[src/rtl/matmul_pkg.sv]
// ============================================================================
// matmul_pkg : shared sizing helpers and types for the matrix datapath blocks
// Revision   : 1.0
// ============================================================================
`default_nettype none

package matmul_pkg;

  typedef enum logic {
    BANK_A = 1'b0,
    BANK_B = 1'b1
  } bank_e;

  // Row counter width; a single-row matrix still gets one counter bit.
  function automatic int cnt_width(input int dim1);
    return (dim1 > 1) ? $clog2(dim1) : 1;
  endfunction

  function automatic int flat_width(input int data_width, input int dim0, input int dim1);
    return data_width * dim0 * dim1;
  endfunction

  localparam int DEFAULT_FLAT_WIDTH = flat_width(32, 4, 4);

endpackage : matmul_pkg

`default_nettype wire

[src/rtl/matrix_flatten.sv]
// ============================================================================
// matrix_flatten : packs a DIM1 x DIM0 element array into a row-major vector
// Revision       : 1.0
// ============================================================================
`default_nettype none

module matrix_flatten
  import matmul_pkg::*;
#(
  parameter int DATA_WIDTH = 32,
  parameter int DIM0       = 4,
  parameter int DIM1       = 4
) (
  input  logic [DATA_WIDTH-1:0]                 i_matrix [DIM1][DIM0],
  output logic [flat_width(DATA_WIDTH, DIM0, DIM1)-1:0] o_flat
);

  generate
    for (genvar r = 0; r < DIM1; r++) begin : g_row
      for (genvar c = 0; c < DIM0; c++) begin : g_col
        assign o_flat[(r*DIM0+c)*DATA_WIDTH +: DATA_WIDTH] = i_matrix[r][c];
      end
    end
  endgenerate

endmodule : matrix_flatten

`default_nettype wire

[src/rtl/matrix_row_gather.sv]
// ============================================================================
// matrix_row_gather : assembles streamed rows into full matrices, ping-pong
//                     buffered, and presents each as one flattened vector
// Revision          : 1.0
// ============================================================================
`default_nettype none

module matrix_row_gather
  import matmul_pkg::*;
#(
  parameter int DATA_WIDTH = 32,
  parameter int DIM0       = 4,
  parameter int DIM1       = 4
) (
  input  logic                                          clk,
  input  logic                                          rst_n,
  input  logic [DATA_WIDTH-1:0]                         data_in [DIM0-1:0],
  input  logic                                          data_in_valid,
  output logic                                          data_in_ready,
  output logic [flat_width(DATA_WIDTH, DIM0, DIM1)-1:0] data_out,
  output logic                                          data_out_valid,
  input  logic                                          data_out_ready
);

  localparam int CW = cnt_width(DIM1);

  logic [DATA_WIDTH-1:0] r_bank [2][DIM1][DIM0];
  bank_e                 r_wr_bank;
  bank_e                 r_rd_bank;
  logic [CW-1:0]         r_row_cnt;
  logic [1:0]            r_full;

  logic                  w_in_fire;
  logic                  w_out_fire;
  logic                  w_last_row;
  logic [1:0]            w_full_next;
  logic [DATA_WIDTH-1:0] w_rd_matrix [DIM1][DIM0];

  // Ready depends only on registered state, never on data_out_ready.
  assign data_in_ready  = !r_full[r_wr_bank];
  assign data_out_valid = r_full[r_rd_bank];

  assign w_in_fire  = data_in_valid && data_in_ready;
  assign w_out_fire = data_out_valid && data_out_ready;
  assign w_last_row = (r_row_cnt == CW'(DIM1 - 1));

  // Write and drain always hit different banks, so both updates can apply.
  always_comb begin
    w_full_next = r_full;
    if (w_out_fire) begin
      w_full_next[r_rd_bank] = 1'b0;
    end
    if (w_in_fire && w_last_row) begin
      w_full_next[r_wr_bank] = 1'b1;
    end
  end

  always_ff @(posedge clk or negedge rst_n) begin
    if (!rst_n) begin
      r_wr_bank <= BANK_A;
      r_rd_bank <= BANK_A;
      r_row_cnt <= '0;
      r_full    <= 2'b00;
      for (int b = 0; b < 2; b++) begin
        for (int r = 0; r < DIM1; r++) begin
          for (int c = 0; c < DIM0; c++) begin
            r_bank[b][r][c] <= '0;
          end
        end
      end
    end else begin
      if (w_in_fire) begin
        for (int r = 0; r < DIM1; r++) begin
          for (int c = 0; c < DIM0; c++) begin
            if (r_row_cnt == CW'(r)) begin
              r_bank[r_wr_bank][r][c] <= data_in[c];
            end
          end
        end
        if (w_last_row) begin
          r_row_cnt <= '0;
          r_wr_bank <= (r_wr_bank == BANK_A) ? BANK_B : BANK_A;
        end else begin
          r_row_cnt <= r_row_cnt + 1'b1;
        end
      end
      if (w_out_fire) begin
        r_rd_bank <= (r_rd_bank == BANK_A) ? BANK_B : BANK_A;
      end
      r_full <= w_full_next;
    end
  end

  always_comb begin
    for (int r = 0; r < DIM1; r++) begin
      for (int c = 0; c < DIM0; c++) begin
        w_rd_matrix[r][c] = r_bank[r_rd_bank][r][c];
      end
    end
  end

  matrix_flatten #(
    .DATA_WIDTH (DATA_WIDTH),
    .DIM0       (DIM0),
    .DIM1       (DIM1)
  ) u_flatten (
    .i_matrix (w_rd_matrix),
    .o_flat   (data_out)
  );

endmodule : matrix_row_gather

`default_nettype wire
[config.mk]
export PLATFORM = sky130hd
export DESIGN_NAME = matrix_row_gather
export DESIGN_NICKNAME = d
export VERILOG_FILES = /design/src/rtl/matmul_pkg.sv /design/src/rtl/matrix_flatten.sv /design/src/rtl/matrix_row_gather.sv
export SDC_FILE = /design/constraint.sdc
export NUM_CORES = 1
export LEC_CHECK = 0
export BUFFER_PORTS_ARGS = -buffer_cell sky130_fd_sc_hd__buf_2
export CORE_UTILIZATION = 45
export DETAILED_ROUTE_END_ITERATION = 8
export PLACE_DENSITY = 0.67
export SLEW_MARGIN = 0
export SYNTH_ARGS = -nofsm -noshare
export SYNTH_HDL_FRONTEND = slang
export SYNTH_HIERARCHICAL = 1
export SYNTH_SLANG_ARGS = --single-unit
[constraint.sdc]
create_clock -name clk -period 2.1 [get_ports clk]
set_input_delay 0.63 -clock clk [delete_from_list [all_inputs] [get_ports clk]]
set_output_delay 0.63 -clock clk [all_outputs]
set_load 0.1 [all_outputs]
==> flow_summary.ini <==
[place]
port_buffers = 645
dp_hpwl_mm = 83.9
place_area_um2 = 54400
place.gp.congestion = 0.813

[critical_path]
crit_required_ns = 1.47
worstPathArrival_ns = 2.30
path_buf_inv = 4
worst-path-stages = 5
crit_path_max_incr_delay_ns = 0.50
cpLargestDelayFamily = buffers and inverters
ff2ff_path_depth = 7
cp_max_fo = 25
critPathLaunchType = flip-flop
cpMostUsedCell = buf_12
crit_slowest_cell = dfrtp_4
worstPathCellList = buf_16 > buf_12 > buf_12 > mux2_2 > buf_12
critPathCaptureType = primary output
critPathKind = flip-flop to primary output

[sta]
tightest_slew_ns = 0.612
setup_violations = 514
hold_ws_ns = 0.0985
clock-skew-final_ns = 0.0475
setup_ws_ns = -0.830
slew_headroom_pct = 59.2
finalHoldViolations = 0
min_period_ns = 2.93
rsz0062_at_grt = yes
fin_crit_sh_pct = 140
max_freq_ghz = 0.341
slew_viol_final = 0

[floorplanning]
ios = 646
die_x_um = 330
die_area_um2 = 109000
die_h_um = 330
start_util_pct = 45.7
core-area_um2 = 106000
std_cell_rows = 119

[routing]
wl_per_cell_um = 23.7
drt_iter0_drc = 1096
vias = 26200
vias_per_cell = 5.21
drc = 0
wirelength_mm = 119
drtAntennaViolNets = 0
dr.pass1.iters = 4

[finish]
fin_nets = 3690
nFillCells = 8413
multiInputGateArea_um2 = 17600
drive_above_1_share_pct = 55.7
stdcell_area_um2 = 59100
regArea_um2 = 25800
area_growth_pct = 22.2
final_common_cell = dfrtp_1
mostFrequentLayoutCells = dfrtp_1 (1029), mux2_2 (987), mux2_1 (543)

[clock_network]
clock_latency_ns = 0.69
cts_tree = done
clockBufferDepth = 3
htreeDepth = 3
cts_root_buffer = clkbuf_16
cts.sinks = 1030
numCtsBuffers = 108
path_clk_slew_ns = 0.06

[global_routing]
track_usage_pct = 22.0
grt_overflow = 0
grt_max_degree = 108
first_global_vias = 28200
grt_pass1_wl_mm = 182
antenna_found_initial = 13

[logic_synthesis]
synthTopCellsByArea = dfrtp_1 (53%), mux2_2 (23%), mux2_1 (13%)
yosysTopAreaCell = dfrtp_1
syn_inst = 3284
synth_edf_count = 0
syn-num-nets = 3420
yosys_most_used_dff = dfrtp_1
async_flop_share_pct = 100
synth_seq_area_share_pct = 53.3
synth_top_area_share_pct = 53.3
netlist_area_um2 = 48300
yosysUniqueCellTypes = 24
ys_warn_count = 6
avgSynthCellArea_um2 = 14.7
ys_ff_latch = 1030

[run_status]
status = complete, but fails checks
failed_checks = setup timing

[worst_hold_path]
hp-class = input pin to async pin

[run]
cap_violations = 0
[layer usage]
metal,routed length [um],up-vias,GRT usage [%]
met2,57800,603,36.0
met5,106,-,0
met1,51500,13800,29.0
met3,6290,194,4.86
li1,-,11600,-
met4,3600,16,7.19
[cell families (layout without fill, tap and decap cells)]
kind of cell             Yosys count  count (layout)  share of synthesized area (%)
adder cells (fa/ha/maj)            4               4                          0.104
buffers and inverters            686            1040                           10.4
AO/OA/AOI/OAI                      4               4                         0.0492
other                              0               4                              0
multiplexers                    1540            1540                           35.9
flip-flops                      1030            1030                           53.3
AND/OR/NAND/NOR                   20              20                          0.223
[final timing paths]
kind                                      from            end  slack, ns
max in group asynchronous                rst_n    r_bank[404]       1.39
worst max register to register    r_row_cnt[0]    r_bank[677]          0
min in group clk                data_out_ready      r_full[0]       0.25
worst max-delay path                 r_rd_bank  data_out[229]      -0.83
worst min-delay path                     rst_n    r_bank[712]        0.1
worst min register to register     r_bank[603]    r_bank[603]       0.48
[per-stage QoR]
stage                     setup TNS (ns)  worst slack, ns  std cells  util [%]
final                            -377.38           -0.830       5033      55.8
after CTS                        -423.50           -0.915       5027      55.5
after global routing             -435.12           -0.923       5032      55.8
after global placement            -46.46           -0.175       4831      51.4
after detailed placement          -54.92           -0.207       4831      51.4
after floorplan                   -20.04          -0.0668       3284         -
[flip-flops by register name, indices dropped and copies added, names as in the netlist]
signal / flops
r_full: 2
r_bank: 1024
r_wr_bank: 1
r_row_cnt: 2
r_rd_bank: 1
[worst reg2reg max path, delay by kind of cell (launching register included)]
family                   cells  cell delay, ns
buffers and inverters        3            0.62
multiplexers                 1            0.44
adder cells (fa/ha/maj)      1            0.22
flip-flops                   1            0.42
AND/OR/NAND/NOR              2            0.26
[final cells by class]
type	count	share of cell area (%)
diodes	4	0.0169
clock buffers	155	5.33
clock inverters	39	0.858
inverters	2	0.0127
multi-input cells	1568	29.9
flip-flops and latches	1030	43.6
well taps	1391	2.95
repair buffers	844	17.3
[repair_timing]
action	in CTS	in global routing
cloned	1	1
pin swaps	0	0
buffers inserted	1	1
endpoints found under the setup margin	553	723
gates resized for setup	212	146
hold buffers	0	0
[synth_stat cells, drive strengths merged, types with 2 or more instances]
master  count
mux2     1539
buf       679
nand3       4
dfrtp    1030
nand2b      2
nor2        3
ha          4
nor3        4
clkbuf      5
inv         2
nand2       5
Power is not shown: default switching activity piles up to over one toggle a cycle in this logic, so the estimate is an artifact.
